$ cat src/rtl/gs_audio_pkg.sv
// Shared constants and GS-sum to PCM16 conversion for the General Sound audio path.
package gs_audio_pkg;

   localparam int FRAME_BITS = 32;
   localparam int SLOT_BITS  = 16;
   localparam int GS_MID     = 256;

   // Offset-binary 9-bit sum to signed 16-bit; shifting right keeps the sign.
   function automatic logic [15:0] gs_to_pcm16(input logic [8:0] in9,
                                               input logic [2:0] vol,
                                               input logic       mute);
      logic signed [8:0]  s9;
      logic signed [15:0] s16;
      s9  = signed'(in9 - 9'(GS_MID));
      s16 = {s9, 7'b0};
      s16 = s16 >>> vol;
      return mute ? 16'h0000 : s16;
   endfunction

endpackage

$ cat src/rtl/gs_i2s_tx_if.sv
// I2S serial link between the GS transmitter and the board codec.
interface gs_i2s_tx_if;
   logic i2s_bclk;
   logic i2s_lrck;
   logic i2s_data;

   modport master (output i2s_bclk, output i2s_lrck, output i2s_data);
   modport slave  (input  i2s_bclk, input  i2s_lrck, input  i2s_data);
endinterface

$ cat src/rtl/gs_bclk_gen.sv
// Bit-clock divider: BCLK toggles every CLK_DIV clk_sys cycles; bclk_fall marks the 1->0 cycle.
module gs_bclk_gen #(
   parameter int unsigned CLK_DIV = 14
) (
   input  logic clk_sys,
   input  logic reset_n,
   output logic bclk,
   output logic bclk_fall
);

   localparam logic [7:0] DIV_LOAD = 8'(CLK_DIV - 1);

   logic [7:0] div_cnt;
   logic       div_tc;

   assign div_tc    = (div_cnt == 8'd0);
   assign bclk_fall = div_tc & bclk;

   // Down-counter reloads on terminal count, so the first toggle lands CLK_DIV cycles after reset.
   always_ff @(posedge clk_sys) begin
      if (!reset_n) begin
         div_cnt <= DIV_LOAD;
         bclk    <= 1'b0;
      end else if (div_tc) begin
         div_cnt <= DIV_LOAD;
         bclk    <= ~bclk;
      end else begin
         div_cnt <= div_cnt - 8'd1;
      end
   end

endmodule

$ cat src/rtl/gs_i2s_tx.sv
// GS left/right sums to I2S: coherent per-frame capture, PCM16 conversion and MSB-first serialisation.
module gs_i2s_tx
   import gs_audio_pkg::*;
#(
   parameter int unsigned CLK_DIV = 14
) (
   input  logic       clk_sys,
   input  logic       reset_n,
   input  logic [8:0] in_l,
   input  logic [8:0] in_r,
   input  logic       mute,
   input  logic [2:0] vol,
   output logic       sample_strobe,
   gs_i2s_tx_if.master i2s
);

   localparam int F_W = $clog2(FRAME_BITS);
   localparam logic [F_W-1:0] F_CAPTURE = '0;
   localparam logic [F_W-1:0] F_LOAD_L  = F_W'(1);
   localparam logic [F_W-1:0] F_LOAD_R  = F_W'(SLOT_BITS + 1);

   logic           bclk;
   logic           bclk_fall;
   logic [F_W-1:0] f;
   logic [F_W-1:0] f_nxt;
   logic [15:0]    hold_l;
   logic [15:0]    hold_r;
   logic [15:0]    sh;
   logic [15:0]    sh_nxt;
   logic           lrck_q;
   logic           data_q;
   logic           strobe_q;

   gs_bclk_gen #(.CLK_DIV(CLK_DIV)) u_bclk_gen (
      .clk_sys   (clk_sys),
      .reset_n   (reset_n),
      .bclk      (bclk),
      .bclk_fall (bclk_fall)
   );

   // Capture happens at f->0 and loads at f->1/17, so hold_* is always settled when loaded.
   always_comb begin
      f_nxt  = f + F_W'(1);
      sh_nxt = {sh[14:0], 1'b0};
      if (f_nxt == F_LOAD_L) begin
         sh_nxt = hold_l;
      end else if (f_nxt == F_LOAD_R) begin
         sh_nxt = hold_r;
      end
   end

   always_ff @(posedge clk_sys) begin
      if (!reset_n) begin
         f        <= '0;
         hold_l   <= '0;
         hold_r   <= '0;
         sh       <= '0;
         lrck_q   <= 1'b0;
         data_q   <= 1'b0;
         strobe_q <= 1'b0;
      end else begin
         strobe_q <= 1'b0;
         if (bclk_fall) begin
            f      <= f_nxt;
            lrck_q <= f_nxt[F_W-1];
            sh     <= sh_nxt;
            data_q <= sh_nxt[15];
            if (f_nxt == F_CAPTURE) begin
               hold_l   <= gs_to_pcm16(in_l, vol, mute);
               hold_r   <= gs_to_pcm16(in_r, vol, mute);
               strobe_q <= 1'b1;
            end
         end
      end
   end

   assign i2s.i2s_bclk  = bclk;
   assign i2s.i2s_lrck  = lrck_q;
   assign i2s.i2s_data  = data_q;
   assign sample_strobe = strobe_q;

endmodule

$ cat src/flat_wrapper.sv
// flat-port wrapper written by rule: the top's interface ports become plain ports
module gs_i2s_tx_flat import gs_audio_pkg::*;
#(
   parameter int unsigned CLK_DIV = 14
)
  (clk_sys, reset_n, in_l, in_r, mute, vol, sample_strobe, i2s_i2s_bclk, i2s_i2s_lrck, i2s_i2s_data);
  gs_i2s_tx_if i2s_i ();
  input  logic clk_sys;
  input  logic reset_n;
  input  logic [8:0] in_l;
  input  logic [8:0] in_r;
  input  logic mute;
  input  logic [2:0] vol;
  output logic sample_strobe;
  output wire logic [$bits(i2s_i.i2s_bclk)-1:0] i2s_i2s_bclk;
  output wire logic [$bits(i2s_i.i2s_lrck)-1:0] i2s_i2s_lrck;
  output wire logic [$bits(i2s_i.i2s_data)-1:0] i2s_i2s_data;
  assign i2s_i2s_bclk = i2s_i.i2s_bclk;
  assign i2s_i2s_lrck = i2s_i.i2s_lrck;
  assign i2s_i2s_data = i2s_i.i2s_data;
  gs_i2s_tx #(.CLK_DIV(CLK_DIV)) u_core (.clk_sys(clk_sys), .reset_n(reset_n), .in_l(in_l), .in_r(in_r), .mute(mute), .vol(vol), .sample_strobe(sample_strobe), .i2s(i2s_i));
endmodule
$ cat config.mk
export PLATFORM = sky130hd
export DESIGN_NAME = gs_i2s_tx_flat
export DESIGN_NICKNAME = d
export VERILOG_FILES = /design/src/rtl/gs_audio_pkg.sv /design/src/rtl/gs_i2s_tx_if.sv /design/src/rtl/gs_bclk_gen.sv /design/src/rtl/gs_i2s_tx.sv /design/src/flat_wrapper.sv
export SDC_FILE = /design/constraint.sdc
export NUM_CORES = 1
export LEC_CHECK = 0
export CAP_MARGIN = 10
export CORE_MARGIN = 2
export CORE_UTILIZATION = 58
export DETAILED_ROUTE_END_ITERATION = 10
export DONT_BUFFER_PORTS = 1
export PLACE_DENSITY = 0.74
export SLEW_MARGIN = 20
export SYNTH_ARGS = -nofsm -noshare
export SYNTH_HDL_FRONTEND = slang
export SYNTH_SLANG_ARGS = --single-unit
$ cat constraint.sdc
create_clock -name clk_sys -period 2.2 [get_ports clk_sys]
set_input_delay 0.11 -clock clk_sys [delete_from_list [all_inputs] [get_ports clk_sys]]
set_output_delay 0.11 -clock clk_sys [all_outputs]
set_load 0.03 [all_outputs]
; Word level (Yosys, flattened, before mapping)
; Cells that the tools add are included.
[classes]
add_sub_neg = 4
eq_ne = 2
n_shift = 2
mux = 5
n_bitwise = 3
n_reduce_logical = 5
[op_table]
columns = cell, count
row1 = 2-to-1 mux 16 bit, 4
row2 = >>> shifter 16 x 3 -> 16 bit, 2
row3 = "subtractor 9 bit, second input constant", 2
row4 = logical NOT 8 bit, 1
row5 = "subtractor 8 x 1 -> 8 bit, second input constant", 1
row6 = "adder 5 x 1 -> 5 bit, second input constant", 1
row7 = "== test 5 x 1 -> 1 bit, second input constant", 1
row8 = "== test 5 bit, second input constant", 1
row9 = logical NOT 5 bit, 1
row10 = AND reduction 2 bit, 2
row11 = NOT 1 bit, 2
row12 = OR reduction 2 bit, 1
row13 = bitwise AND 1 bit, 1
row14 = 2-to-1 mux 1 bit, 1
[totals]
regBits = 64
wordCells = 30

; Depth between registers and ports, before layout
; Gate-level depths: netlist of the first run.
[depth]
depth_word = 4
depth_mapped = 8

; Modules after synthesis
; From an unflattened synthesis of the first run, not the netlist that was laid out.
[unflattened]
cells_unflattened = 413
hier_area_um2 = 3723.6
[by_module_without_submodules]
columns = module, instances, cells_per_inst, area_each_um2, seq_area_each_um2
row1 = gs_i2s_tx, 1, 366, 3305.7, 1081.0
row2 = gs_bclk_gen, 1, 47, 417.9, 180.2

; Worst setup path after synthesis of the first run
; Ideal clock, no wire load.
[synth_path]
kind = register to register
start = register u_core.u_bclk_gen.div_cnt[0]
end = register u_core.hold_r[13]
setup_ns = 0.073
t_arrival_ns = 1.988
t_required_ns = 2.127
setup_slack_ns = 0.140
stages_incl_launch_ff = 9
n_path_buf = 2
synth_period_minus_slack_ns = 2.060
path_cell_list = dfxtp_1 -> inv_1 -> ha_1 -> or4bb_1 -> nor2_8 -> and4_1 -> buf_6 -> buf_8 -> mux2i_1
[synth_via]
elab_chain_len = 3
[synth_rtl]
columns = item, line_no
row1 = from (decl), gs_bclk_gen.sv:13  ; logic [7:0] div_cnt;
row2 = from (signal assigned), gs_bclk_gen.sv:28  ; div_cnt <= div_cnt - 8'd1;
row3 = logical NOT 8 bit, gs_bclk_gen.sv:16  ; assign div_tc = (div_cnt == 8'd0);
row4 = bitwise AND 1 bit, gs_bclk_gen.sv:17  ; assign bclk_fall = div_tc & bclk;
row5 = AND reduction 2 bit (no line), n/a
row6 = to (signal assigned), gs_i2s_tx.sv:70  ; hold_r <= gs_to_pcm16(in_r, vol, mute);
row7 = to (decl), gs_i2s_tx.sv:27  ; logic [15:0] hold_r;
; No other way between the ends.
; A chain may end at the register's enable or synchronous reset.

; Worst setup path after layout of the first run
[layout_path]
start = register u_core.u_bclk_gen.div_cnt[1]
end = register u_core.hold_r[0]
; Same word-level chain as after synthesis.

==> flow_results.xml, run 1 <==
<?xml version="1.0" encoding="UTF-8"?>
<metrics>
  <group name="synthesis">
    <metric name="synth.cell_area" unit="sq um">4130</metric>
    <metric name="syn-num-nets" unit="">545</metric>
    <metric name="synth_top_flop_cell" unit="">dfxtp_1</metric>
    <metric name="post-synth-top-count-cell" unit="">nand2_1</metric>
    <metric name="seq_area_frac_synth" unit="%">30.5</metric>
    <metric name="synth_area_leader_cell" unit="">dfxtp_1</metric>
    <metric name="post_synth_num_cell_types" unit="">56</metric>
    <metric name="synth_register_bits" unit="">63</metric>
    <metric name="yosysTopAreaCellShare" unit="%">30.5</metric>
    <metric name="syn_area_cell" unit="sq um">8.00</metric>
    <metric name="synthTopCellsByArea" unit="">dfxtp_1 (31%), mux2i_1 (13%), nand2_1 (8.6%), nand2b_1 (6.5%), a21oi_1 (4.0%)</metric>
    <metric name="yosysWarningCount" unit="">0</metric>
    <metric name="syn-instance-count" unit="">516</metric>
    <metric name="count_of_flip_flops_with_a_built_in_enable_after_synthesis" unit="">0</metric>
    <metric name="synth.top_cells.by_count" unit="">nand2_1 (95), dfxtp_1 (63), mux2i_1 (53)</metric>
    <metric name="async_flop_share" unit="%">0</metric>
  </group>
  <group name="final_layout">
    <metric name="fin_area" unit="sq um">4470</metric>
    <metric name="layout.nets" unit="">534</metric>
    <metric name="footprint_of_the_multi_input_gates" unit="sq um">2660</metric>
    <metric name="final_layout_size_suffix_gt1_share" unit="%">9.80</metric>
    <metric name="num_antenna_cells" unit="">0</metric>
    <metric name="p_r_area_growth_vs_syn" unit="%">8.33</metric>
    <metric name="nFillCells" unit="">585</metric>
    <metric name="layoutNonFillerInstCount" unit="">606</metric>
    <metric name="sequential_cell_area" unit="sq um">1260</metric>
  </group>
  <group name="worst_hold_path">
    <metric name="worst_hold_path.endpoint" unit="">u_core.u_bclk_gen.div_cnt[1]</metric>
    <metric name="whs_path_depth" unit="">2</metric>
    <metric name="worst_hold_startpoint" unit="">reset_n</metric>
    <metric name="worstHoldPathType" unit="">in2reg</metric>
  </group>
  <group name="global_routing">
    <metric name="grt_antenna_before_repair" unit="">0</metric>
    <metric name="globalRouteOverflowTotal" unit="">0</metric>
    <metric name="wire_length_of_the_first_global_routing_pass" unit="mm">15.8</metric>
    <metric name="number_of_global_route_vias_before_repair" unit="">3235</metric>
    <metric name="total_grt_usage" unit="%">26.0</metric>
    <metric name="grt_start_max_net_pins" unit="">66</metric>
  </group>
  <group name="route">
    <metric name="vias_per_cell" unit="">6.08</metric>
    <metric name="routed-via-count" unit="">3682</metric>
    <metric name="drt_drc_violations_left" unit="">0</metric>
    <metric name="drt_first_iter_violations" unit="">209</metric>
    <metric name="detailedRoute.firstPassIterationCount" unit="">6</metric>
    <metric name="antenna_left" unit="">0</metric>
    <metric name="postRouteWirelength" unit="mm">9.79</metric>
    <metric name="wire_per_inst" unit="um">16.2</metric>
  </group>
  <group name="die">
    <metric name="core_area" unit="sq um">6830</metric>
    <metric name="floorplan.die.height" unit="um">88.4</metric>
    <metric name="io-pin-count" unit="">28</metric>
    <metric name="die_area" unit="sq um">7810</metric>
    <metric name="initial_core_util" unit="%">60.5</metric>
    <metric name="rows" unit="">30</metric>
    <metric name="x_dimension_of_the_die" unit="um">88.4</metric>
  </group>
  <group name="placement">
    <metric name="gp_congestion" unit="">0.879</metric>
    <metric name="dp_slack" unit="ps">65.0</metric>
    <metric name="placed_cells" unit="">583</metric>
    <metric name="portBuffers" unit="">0</metric>
    <metric name="placed_area" unit="sq um">4170</metric>
    <metric name="detailedPlacementHpwl" unit="mm">6.78</metric>
  </group>
  <group name="worst_setup_path">
    <metric name="critical_path_class" unit="">reg2reg</metric>
    <metric name="worstRegToRegCells" unit="">7</metric>
    <metric name="rrSetupSlack" unit="ps">120</metric>
    <metric name="critPathCaptureType" unit="">flip-flop</metric>
    <metric name="arrival" unit="ps">2360</metric>
    <metric name="setup.worst_path.start_class" unit="">flip-flop</metric>
    <metric name="crit_path_max_fanout" unit="">13</metric>
    <metric name="crit-reg2reg-capture" unit="">u_core.hold_r[0]</metric>
    <metric name="worstReg2RegStart" unit="">u_core.u_bclk_gen.div_cnt[1]</metric>
    <metric name="required_worst_endpoint" unit="ps">2480</metric>
  </group>
  <group name="clock_tree">
    <metric name="cts_tree" unit="">done</metric>
    <metric name="cts.root.buffer_cell" unit="">clkbuf_8</metric>
    <metric name="cts_inserted_buffers" unit="">9</metric>
    <metric name="cts_buffer_depth" unit="">2</metric>
    <metric name="post_cts.repair.setup_buffers" unit="">0</metric>
    <metric name="worst_skew_pair.late_latency" unit="ps">350</metric>
    <metric name="clk_pin_slew_worst_paths" unit="ps">80</metric>
    <metric name="numClockSinks" unit="">63</metric>
    <metric name="cts.htree.levels" unit="">3</metric>
  </group>
  <group name="timing">
    <metric name="maxSlewViolCount" unit="">0</metric>
    <metric name="worst-slew-pin-transition" unit="ps">648</metric>
    <metric name="finalSetupViolations" unit="">0</metric>
    <metric name="portion_of_the_clock_cycle_consumed_by_the_worst_path_in_the_final_layout" unit="%">94.6</metric>
    <metric name="timing.max_slew.rel_slack" unit="%">56.4</metric>
    <metric name="setup_clock_skew_after_layout" unit="ps">11.7</metric>
    <metric name="fin_ws" unit="ps">119</metric>
    <metric name="period_minus_slack" unit="ps">2080</metric>
    <metric name="grt_setup_unrepaired" unit="">false</metric>
    <metric name="hold_viol_final" unit="">0</metric>
    <metric name="maximum_clock_frequency" unit="MHz">481</metric>
    <metric name="setup-tns-final" unit="ps">0</metric>
  </group>
  <group name="power">
    <metric name="peakVddDrop" unit="V">0.000487</metric>
    <metric name="leakage" unit="nW">1.50</metric>
    <metric name="power_density" unit="nW/um^2">532</metric>
  </group>
  <group name="job">
    <metric name="cap_viol_max_count" unit="">0</metric>
  </group>
  <group name="run_status">
    <metric name="outcome" unit="">completed</metric>
  </group>
</metrics>
final cells by class:
type / count / area share (%)
clock buffers: 9 / 2.77
clock inverters: 7 / 1.62
inverters: 9 / 0.755
multi-input cells: 403 / 59.4
flip-flops and latches: 63 / 28.2
well taps: 96 / 2.68
repair buffers: 19 / 4.59
cells by family after synthesis:
group / count (synthesis) / share of synthesized area [%]
buffers and inverters: 50 / 5.30
xor gates and xnor gates: 13 / 2.76
AOI/OAI and AO/OA: 113 / 18.0
adders and majority gates: 5 / 1.51
and+or+nand+nor: 211 / 26.0
muxes: 61 / 15.8
DFF: 63 / 30.5
how the worst max path moves through the flow:
stage / from / endpoint / slack (ps)
floorplan: u_core.u_bclk_gen.div_cnt[0] / u_core.hold_r[13] / 140
global placement: u_core.u_bclk_gen.div_cnt[1] / u_core.hold_r[13] / 140
detailed placement: u_core.u_bclk_gen.div_cnt[1] / u_core.hold_r[7] / 70
CTS: u_core.u_bclk_gen.div_cnt[1] / u_core.hold_l[8] / 30
global route: u_core.u_bclk_gen.div_cnt[1] / u_core.hold_l[8] / 20
finish: u_core.u_bclk_gen.div_cnt[1] / u_core.hold_r[0] / 120
sequential cells by signal, indices dropped and copies added, names as in the netlist:
name / count
u_core.hold_r: 16
u_core.f: 5
u_core.hold_l: 16
u_core.sh: 15
u_core.sample_strobe: 1
u_core.u_bclk_gen.bclk: 1
u_core.i2s.i2s_data: 1
u_core.u_bclk_gen.div_cnt: 8
cell usage in the layout, fill, tap and decap left out, types with 7 or more instances in the layout:
cell      synthesis  routed
nor2_1           19      19
buf_4             0      11
nand4_1          16      16
a21oi_1          33      33
dfxtp_1          63      62
o221ai_1         16      16
o211ai_1         11      11
xnor2_1           9       9
inv_1             7       7
o21ai_0          25      25
nand2b_1         43      43
nand3_1           8       8
nand2_1          95      95
clkbuf_8          0       9
mux2i_1          53      53
metal layers:
| metal | track usage, % | up-vias | share of wire (%) |
|---|---|---|---|
| li1 | - | 1834 | - |
| met2 | 40.3 | 102 | 46 |
| met4 | 5.92 | 0 | 0.90 |
| met1 | 36.5 | 1738 | 48 |
| met5 | 0 | - | 0 |
| met3 | 6.62 | 8 | 5.8 |
per-stage QoR:
| step | utilization (%) | hold slack, ps | power [mW] |
|---|---|---|---|
| 3_3_place_gp | 61.0 | 270 | 1.35 |
| 4_1_cts | 65.0 | 7.57 | 2.38 |
| 2_1_floorplan | - | 264 | 1.36 |
| 3_5_place_dp | 61.0 | 272 | 1.36 |
| 6_report | 65.5 | 8.75 | 2.38 |
| 5_1_grt | 65.5 | 32.8 | 2.46 |
where the power goes:
group	internal, mW	switching, mW
logic	0.101	0.109
clock network	0.524	0.494
registers	1.15	0.00720
timing repair:
action                                  4_1_cts  5_1_grt
resized for setup                             0        3
hold buffers                                  6        0
hold endpoints to repair                     51        0
endpoints found under the setup margin        0       26
critical path: stages (launching register included):
cell       delay, ps
dfxtp_1          340
inv_1             80
ha_1             160
or4bb_4          580
nor2_8           160
and4_4           290
clkbuf_16        190
mux2i_1          200
No activity file was read; power rests on OpenSTA's default activity.
==> inputs of run 2 (changes only) <==
- CELL_PAD_IN_SITES_DETAIL_PLACEMENT: not set -> 0
- CELL_PAD_IN_SITES_GLOBAL_PLACEMENT: not set -> 2
- CORE_UTILIZATION: 58 -> 35
- PLACE_DENSITY: 0.74 -> not set
- PLACE_DENSITY_LB_ADDON: not set -> 0.1
==> run 2 against run 1 <==
  * Core utilization shrank 24 points
  * Wire length grew 15%
  * Clock-buffer cell count is the same
  * Fmax shrank 0.60%
  * Flip-flop and latch count is the same
  * Combinational power grew 2%
  * Non-clock buffer count grew 2
  * Die area grew 62%
  * Largest power group is now clock
==> flow_results.xml, run 2 (synthesized netlist as in run 1, its figures left out) <==
<?xml version="1.0" encoding="UTF-8"?>
<metrics>
  <group name="placement">
    <metric name="portBuffers" unit="">0</metric>
    <metric name="dp_slack" unit="ps">58.3</metric>
    <metric name="gp_congestion" unit="">0.779</metric>
    <metric name="detailedPlacementHpwl" unit="mm">7.71</metric>
  </group>
  <group name="timing">
    <metric name="setup_clock_skew_after_layout" unit="ps">4.23</metric>
    <metric name="worst-slew-pin-transition" unit="ps">740</metric>
    <metric name="grt_setup_unrepaired" unit="">true</metric>
    <metric name="portion_of_the_clock_cycle_consumed_by_the_worst_path_in_the_final_layout" unit="%">95.2</metric>
    <metric name="maximum_clock_frequency" unit="MHz">478</metric>
    <metric name="maxSlewViolCount" unit="">0</metric>
    <metric name="period_minus_slack" unit="ps">2090</metric>
    <metric name="fin_ws" unit="ps">107</metric>
    <metric name="fin_hold_ws" unit="ps">21.6</metric>
    <metric name="timing.max_slew.rel_slack" unit="%">50.2</metric>
    <metric name="setup-tns-final" unit="ps">0</metric>
    <metric name="hold_viol_final" unit="">0</metric>
    <metric name="finalSetupViolations" unit="">0</metric>
  </group>
  <group name="clock_tree">
    <metric name="post_cts.repair.setup_buffers" unit="">0</metric>
    <metric name="numClockSinks" unit="">63</metric>
    <metric name="cts_buffer_depth" unit="">2</metric>
    <metric name="cts.root.buffer_cell" unit="">clkbuf_16</metric>
    <metric name="cts_tree" unit="">done</metric>
    <metric name="cts_inserted_buffers" unit="">9</metric>
    <metric name="worst_skew_pair.late_latency" unit="ps">340</metric>
    <metric name="clk_pin_slew_worst_paths" unit="ps">60</metric>
    <metric name="cts.htree.levels" unit="">3</metric>
  </group>
  <group name="route">
    <metric name="detailedRoute.firstPassIterationCount" unit="">4</metric>
    <metric name="wire_per_inst" unit="um">17.2</metric>
    <metric name="drt_first_iter_violations" unit="">209</metric>
    <metric name="routed-via-count" unit="">3620</metric>
    <metric name="vias_per_cell" unit="">5.53</metric>
    <metric name="antenna_left" unit="">0</metric>
    <metric name="drt_drc_violations_left" unit="">0</metric>
    <metric name="postRouteWirelength" unit="mm">11.2</metric>
  </group>
  <group name="worst_setup_path">
    <metric name="critPathCaptureType" unit="">flip-flop</metric>
    <metric name="critical_path_class" unit="">reg2reg</metric>
    <metric name="crit_path_cell_trace" unit="">inv_1 -&gt; ha_1 -&gt; or4bb_4 -&gt; nor2_8 -&gt; and4_1 -&gt; buf_12 -&gt; mux2i_1</metric>
    <metric name="crit_path_max_fanout" unit="">26</metric>
    <metric name="worstRegToRegCells" unit="">7</metric>
    <metric name="crit-reg2reg-capture" unit="">u_core.hold_r[8]</metric>
    <metric name="worstReg2RegStart" unit="">u_core.u_bclk_gen.div_cnt[1]</metric>
    <metric name="required_worst_endpoint" unit="ps">2460</metric>
    <metric name="timing.critical_path.max_delay_family" unit="">simple AND/OR/NAND/NOR gates</metric>
    <metric name="rrSetupSlack" unit="ps">110</metric>
    <metric name="setup.worst_path.start_class" unit="">flip-flop</metric>
    <metric name="slowest_stage" unit="">or4bb_4</metric>
    <metric name="crit_path_max_incr_delay" unit="ps">590</metric>
    <metric name="arrival" unit="ps">2360</metric>
    <metric name="critPathBufInv" unit="">2</metric>
  </group>
  <group name="die">
    <metric name="io-pin-count" unit="">28</metric>
    <metric name="floorplan.die.height" unit="um">113</metric>
    <metric name="core_area" unit="sq um">11500</metric>
    <metric name="rows" unit="">39</metric>
    <metric name="initial_core_util" unit="%">36.0</metric>
    <metric name="x_dimension_of_the_die" unit="um">113</metric>
    <metric name="die_area" unit="sq um">12700</metric>
  </group>
  <group name="power">
    <metric name="leakage" unit="nW">1.58</metric>
    <metric name="switchingPower" unit="uW">664</metric>
    <metric name="power.share.combinational" unit="%">6.9</metric>
    <metric name="internal_power" unit="mW">2.48</metric>
    <metric name="peakVddDrop" unit="V">0.000428</metric>
    <metric name="power_density" unit="nW/um^2">666</metric>
    <metric name="power_frac_seq" unit="%">36.8</metric>
    <metric name="netSwitchingFraction" unit="%">21.2</metric>
    <metric name="share_clk_of_total_power" unit="%">56.3</metric>
  </group>
  <group name="global_routing">
    <metric name="globalRouteOverflowTotal" unit="">0</metric>
    <metric name="grt_start_max_net_pins" unit="">64</metric>
    <metric name="wire_length_of_the_first_global_routing_pass" unit="mm">18.5</metric>
    <metric name="grt_antenna_before_repair" unit="">0</metric>
    <metric name="number_of_global_route_vias_before_repair" unit="">3398</metric>
    <metric name="total_grt_usage" unit="%">18.6</metric>
  </group>
  <group name="final_layout">
    <metric name="layout_commonest_cell" unit="">nand2_1</metric>
    <metric name="nFillCells" unit="">1162</metric>
    <metric name="p_r_area_growth_vs_syn" unit="%">14.1</metric>
    <metric name="layout.cells.most_common_list" unit="">nand2_1 (95), dfxtp_1 (62), mux2i_1 (53)</metric>
    <metric name="final_layout_size_suffix_gt1_share" unit="%">10.2</metric>
    <metric name="layout.nets" unit="">536</metric>
    <metric name="num_antenna_cells" unit="">0</metric>
    <metric name="largest_registers" unit="">u_core.hold_l x16, u_core.hold_r x16, u_core.sh x15</metric>
  </group>
  <group name="worst_hold_path">
    <metric name="worst_hold_startpoint" unit="">vol[2]</metric>
    <metric name="worst_hold_path.endpoint" unit="">u_core.hold_l[10]</metric>
    <metric name="whs_path_depth" unit="">2</metric>
    <metric name="worstHoldPathType" unit="">in2reg</metric>
  </group>
  <group name="run_status">
    <metric name="outcome" unit="">completed</metric>
  </group>
  <group name="job">
    <metric name="cap_viol_max_count" unit="">0</metric>
  </group>
</metrics>
==> run 2: cell count changes in the layout (fill, tap and decap cells not counted), moves of 2 or more <==
cell and delta:
buf_4 +2, clkbuf_16 +8, bufinv_16 +3, clkinv_2 -2, clkbuf_8 -9
==> run 2: what timing repair did <==
action	CTS	global route
gates resized for setup	0	3
endpoints found under the hold margin	48	0
hold buffers	7	0
setup endpoints to repair	0	47
==> run 2: cell type report <==
| class | count | area [sq um] | share of cell area (%) |
|---|---|---|---|
| multi-input cells | 403 | 2660 | 56.5 |
| flip-flops and latches | 63 | 1260 | 26.8 |
| clock buffers | 9 | 225 | 4.78 |
| repair buffers | 21 | 205 | 4.35 |
| well taps | 143 | 179 | 3.80 |
| clock inverters | 7 | 145 | 3.08 |
| inverters | 9 | 33.8 | 0.717 |
==> run 2: worst max path at each step <==
stage	start	endpoint	slack (ps)	depth (start not counted)
global placement	u_core.u_bclk_gen.div_cnt[1]	u_core.hold_r[9]	80	7
global route	u_core.u_bclk_gen.div_cnt[1]	u_core.hold_r[13]	-30	7
finish	u_core.u_bclk_gen.div_cnt[1]	u_core.hold_r[8]	110	7
CTS	u_core.u_bclk_gen.div_cnt[1]	u_core.hold_r[8]	40	7
detailed placement	u_core.u_bclk_gen.div_cnt[1]	u_core.hold_l[5]	60	7
floorplan	u_core.u_bclk_gen.div_cnt[0]	u_core.hold_r[13]	140	8
==> run 2: through the flow <==
step	utilization (%)	instance area (sq um)	power, mW	instances
2_1_floorplan	-	4130	1.36	516
3_3_place_gp	37.0	4240	1.36	632
3_5_place_dp	37.0	4240	1.36	632
4_1_cts	41.0	4700	3.19	655
5_1_grt	41.1	4710	3.27	655
6_report	41.1	4710	3.14	655
==> run 2: power groups by stage <==
stage | clock, mW | sequential [mW] | combinational (mW)
global route | 1.88 | 1.16 | 0.237
detailed placement | 0 | 1.18 | 0.182
CTS | 1.82 | 1.16 | 0.216
finish | 1.77 | 1.16 | 0.215
floorplan | 0 | 1.18 | 0.178
global placement | 0 | 1.18 | 0.182
==> run 2: worst reg2reg max path, stage by stage, from the launching register on <==
cell and delay [ps]:
dfxtp_1 330, inv_1 80, ha_1 170, or4bb_4 590, nor2_8 130, and4_1 260, buf_12 230, mux2i_1 230
==> run 2: layer usage <==
| layer | up-vias | global-route usage [%] | part of all wire (%) |
|---|---|---|---|
| li1 | 1845 | - | - |
| met5 | - | 0 | 0 |
| met3 | 9 | 4.97 | 4.7 |
| met2 | 56 | 26.0 | 42 |
| met1 | 1710 | 27.4 | 52 |
| met4 | 0 | 6.34 | 1.2 |
==> inputs of run 3 (changes only) <==
==> constraint.sdc (replaced) <==
create_clock -name clk_sys -period 2.2 [get_ports clk_sys]
set_input_delay 0.33 -clock clk_sys [delete_from_list [all_inputs] [get_ports clk_sys]]
set_output_delay 0.33 -clock clk_sys [all_outputs]
set_load 0.03 [all_outputs]
==> run 3 against run 2 <==
  * Clock power is essentially flat
  * Sequential share of layout area rose by 0.51 points
  * Global-route usage is 0.23 points lower
  * Flip-flop and latch count did not move
  * Design area fell by 1.9%
  * Wire length shrank 1.5%
  * Register-to-register slack is essentially flat
  * First-iteration DRC count is 8.1% lower
==> flow_results.xml, run 3 (synthesized netlist as in run 1, its figures left out) <==
<?xml version="1.0" encoding="UTF-8"?>
<metrics>
  <group name="clock_tree">
    <metric name="cts.root.buffer_cell" unit="">clkbuf_16</metric>
    <metric name="cts_buffer_depth" unit="">2</metric>
    <metric name="clk_pin_slew_worst_paths" unit="ps">60</metric>
    <metric name="numClockSinks" unit="">63</metric>
    <metric name="worst_skew_pair.late_latency" unit="ps">340</metric>
    <metric name="cts_inserted_buffers" unit="">9</metric>
    <metric name="cts.htree.levels" unit="">3</metric>
    <metric name="cts_tree" unit="">done</metric>
  </group>
  <group name="power">
    <metric name="total_power" unit="mW">3.11</metric>
    <metric name="netSwitchingFraction" unit="%">20.8</metric>
    <metric name="leakage" unit="nW">1.54</metric>
    <metric name="share_clk_of_total_power" unit="%">57.0</metric>
    <metric name="power_frac_seq" unit="%">37.2</metric>
    <metric name="power_density" unit="nW/um^2">672</metric>
    <metric name="power.share.combinational" unit="%">5.9</metric>
    <metric name="switchingPower" unit="uW">647</metric>
    <metric name="peakVddDrop" unit="V">0.000425</metric>
    <metric name="internal_power" unit="mW">2.46</metric>
  </group>
  <group name="worst_setup_path">
    <metric name="worst_setup_path_endpoint" unit="">u_core.hold_r[8]</metric>
    <metric name="crit_path_start" unit="">u_core.u_bclk_gen.div_cnt[1]</metric>
    <metric name="crit-reg2reg-capture" unit="">u_core.hold_r[8]</metric>
    <metric name="crit_path_max_fanout" unit="">26</metric>
    <metric name="arrival" unit="ps">2340</metric>
    <metric name="worstRegToRegCells" unit="">7</metric>
    <metric name="rrSetupSlack" unit="ps">120</metric>
    <metric name="critPathCaptureType" unit="">flip-flop</metric>
    <metric name="required_worst_endpoint" unit="ps">2460</metric>
    <metric name="worstReg2RegStart" unit="">u_core.u_bclk_gen.div_cnt[1]</metric>
    <metric name="setup.worst_path.start_class" unit="">flip-flop</metric>
    <metric name="critical_path_class" unit="">reg2reg</metric>
  </group>
  <group name="route">
    <metric name="wire_per_inst" unit="um">17.1</metric>
    <metric name="routed-via-count" unit="">3593</metric>
    <metric name="antenna_left" unit="">0</metric>
    <metric name="vias_per_cell" unit="">5.54</metric>
    <metric name="postRouteWirelength" unit="mm">11.1</metric>
    <metric name="drt_drc_violations_left" unit="">0</metric>
    <metric name="drt_first_iter_violations" unit="">192</metric>
    <metric name="detailedRoute.firstPassIterationCount" unit="">4</metric>
  </group>
  <group name="die">
    <metric name="floorplan.die.height" unit="um">113</metric>
    <metric name="x_dimension_of_the_die" unit="um">113</metric>
    <metric name="initial_core_util" unit="%">36.0</metric>
    <metric name="rows" unit="">39</metric>
    <metric name="core_area" unit="sq um">11500</metric>
    <metric name="die_area" unit="sq um">12700</metric>
    <metric name="io-pin-count" unit="">28</metric>
  </group>
  <group name="final_layout">
    <metric name="largest_registers" unit="">u_core.hold_l x16, u_core.hold_r x16, u_core.sh x15</metric>
    <metric name="final_layout_size_suffix_gt1_share" unit="%">10.1</metric>
    <metric name="layout_commonest_cell" unit="">nand2_1</metric>
    <metric name="layout.nets" unit="">529</metric>
    <metric name="layout.cells.most_common_list" unit="">nand2_1 (95), dfxtp_1 (62), mux2i_1 (53)</metric>
    <metric name="p_r_area_growth_vs_syn" unit="%">12.0</metric>
    <metric name="num_antenna_cells" unit="">0</metric>
    <metric name="layoutNonFillerInstCount" unit="">648</metric>
  </group>
  <group name="global_routing">
    <metric name="grt_antenna_before_repair" unit="">0</metric>
    <metric name="grt_start_max_net_pins" unit="">68</metric>
    <metric name="total_grt_usage" unit="%">18.4</metric>
    <metric name="globalRouteOverflowTotal" unit="">0</metric>
    <metric name="number_of_global_route_vias_before_repair" unit="">3358</metric>
    <metric name="wire_length_of_the_first_global_routing_pass" unit="mm">18.2</metric>
  </group>
  <group name="placement">
    <metric name="placed_cells" unit="">632</metric>
    <metric name="gp_congestion" unit="">0.779</metric>
    <metric name="portBuffers" unit="">0</metric>
    <metric name="dp_slack" unit="ps">58.3</metric>
    <metric name="detailedPlacementHpwl" unit="mm">7.71</metric>
  </group>
  <group name="timing">
    <metric name="setup_clock_skew_after_layout" unit="ps">5.24</metric>
    <metric name="finalSetupViolations" unit="">0</metric>
    <metric name="grt_setup_unrepaired" unit="">true</metric>
    <metric name="hold_viol_final" unit="">0</metric>
    <metric name="setup-tns-final" unit="ps">0</metric>
    <metric name="timing.max_slew.rel_slack" unit="%">49.4</metric>
    <metric name="fin_hold_ws" unit="ps">150</metric>
    <metric name="portion_of_the_clock_cycle_consumed_by_the_worst_path_in_the_final_layout" unit="%">94.6</metric>
    <metric name="worst-slew-pin-transition" unit="ps">752</metric>
    <metric name="maxSlewViolCount" unit="">0</metric>
    <metric name="maximum_clock_frequency" unit="MHz">481</metric>
    <metric name="period_minus_slack" unit="ps">2080</metric>
    <metric name="fin_ws" unit="ps">119</metric>
  </group>
  <group name="worst_hold_path">
    <metric name="worstHoldPathType" unit="">in2reg</metric>
  </group>
  <group name="run_status">
    <metric name="outcome" unit="">completed</metric>
  </group>
  <group name="job">
    <metric name="cap_viol_max_count" unit="">0</metric>
  </group>
</metrics>
[run 3: cell type report]
class	count	area (sq um)
inverter	9	33.8
tap	143	179
timing repair buffer	14	118
fill	1168	6840
clock buffer	9	225
multi-input combinational	403	2660
clock inverter	7	145
sequential	63	1260
[run 3: critical path, stage by stage, from the launching register on]
cell and delay, ps:
dfxtp_1 330, inv_1 80, ha_1 170, or4bb_4 580, nor2_8 130, and4_1 260, buf_12 230, mux2i_1 210
[run 3: worst min path at each step]
| stage | end | slack, ps | startpoint | cells past startpoint |
|---|---|---|---|---|
| 6_report | u_core.hold_r[0] | 150 | in_r[0] | 2 |
| 5_1_grt | u_core.hold_r[1] | 150 | reset_n | 2 |
| 4_1_cts | u_core.hold_l[3] | 130 | reset_n | 2 |
| 3_5_place_dp | u_core.hold_l[0] | 450 | u_core.hold_l[0] | 2 |
| 3_3_place_gp | u_core.hold_l[0] | 450 | u_core.hold_l[0] | 2 |
| 2_1_floorplan | u_core.u_bclk_gen.div_cnt[0] | 400 | u_core.u_bclk_gen.div_cnt[0] | 1 |
[run 3: timing repair]
item | 4_1_cts | 5_1_grt
gates resized for setup | 0 | 3
setup endpoints to repair | 0 | 47
buffers inserted | 0 | 0
hold buffers | 0 | 0
[run 3: metrics by stage]
stage / util, % / instance area (sq um)
global placement: 37.0 / 4240
CTS: 40.2 / 4610
global route: 40.3 / 4630
finish: 40.3 / 4630
floorplan: - / 4130
detailed placement: 37.0 / 4240
[run 3: layer usage]
layer  GRT usage [%]  share of wire, %  vias up  wire length [um]
met3            5.02               5.1       12               565
li1                -                 -     1830                 -
met1            27.1                52     1684              5740
met4            6.59               1.4        0               158
met2            25.4                42       67              4610
met5               0                 0        -                 0
[run 3: power by group through the flow]
stage	clock network [mW]	registers [mW]	logic [mW]
6_report	1.77	1.16	0.182
5_1_grt	1.88	1.16	0.202
4_1_cts	1.82	1.16	0.183
3_5_place_dp	0	1.18	0.182
3_3_place_gp	0	1.18	0.182
2_1_floorplan	0	1.18	0.178
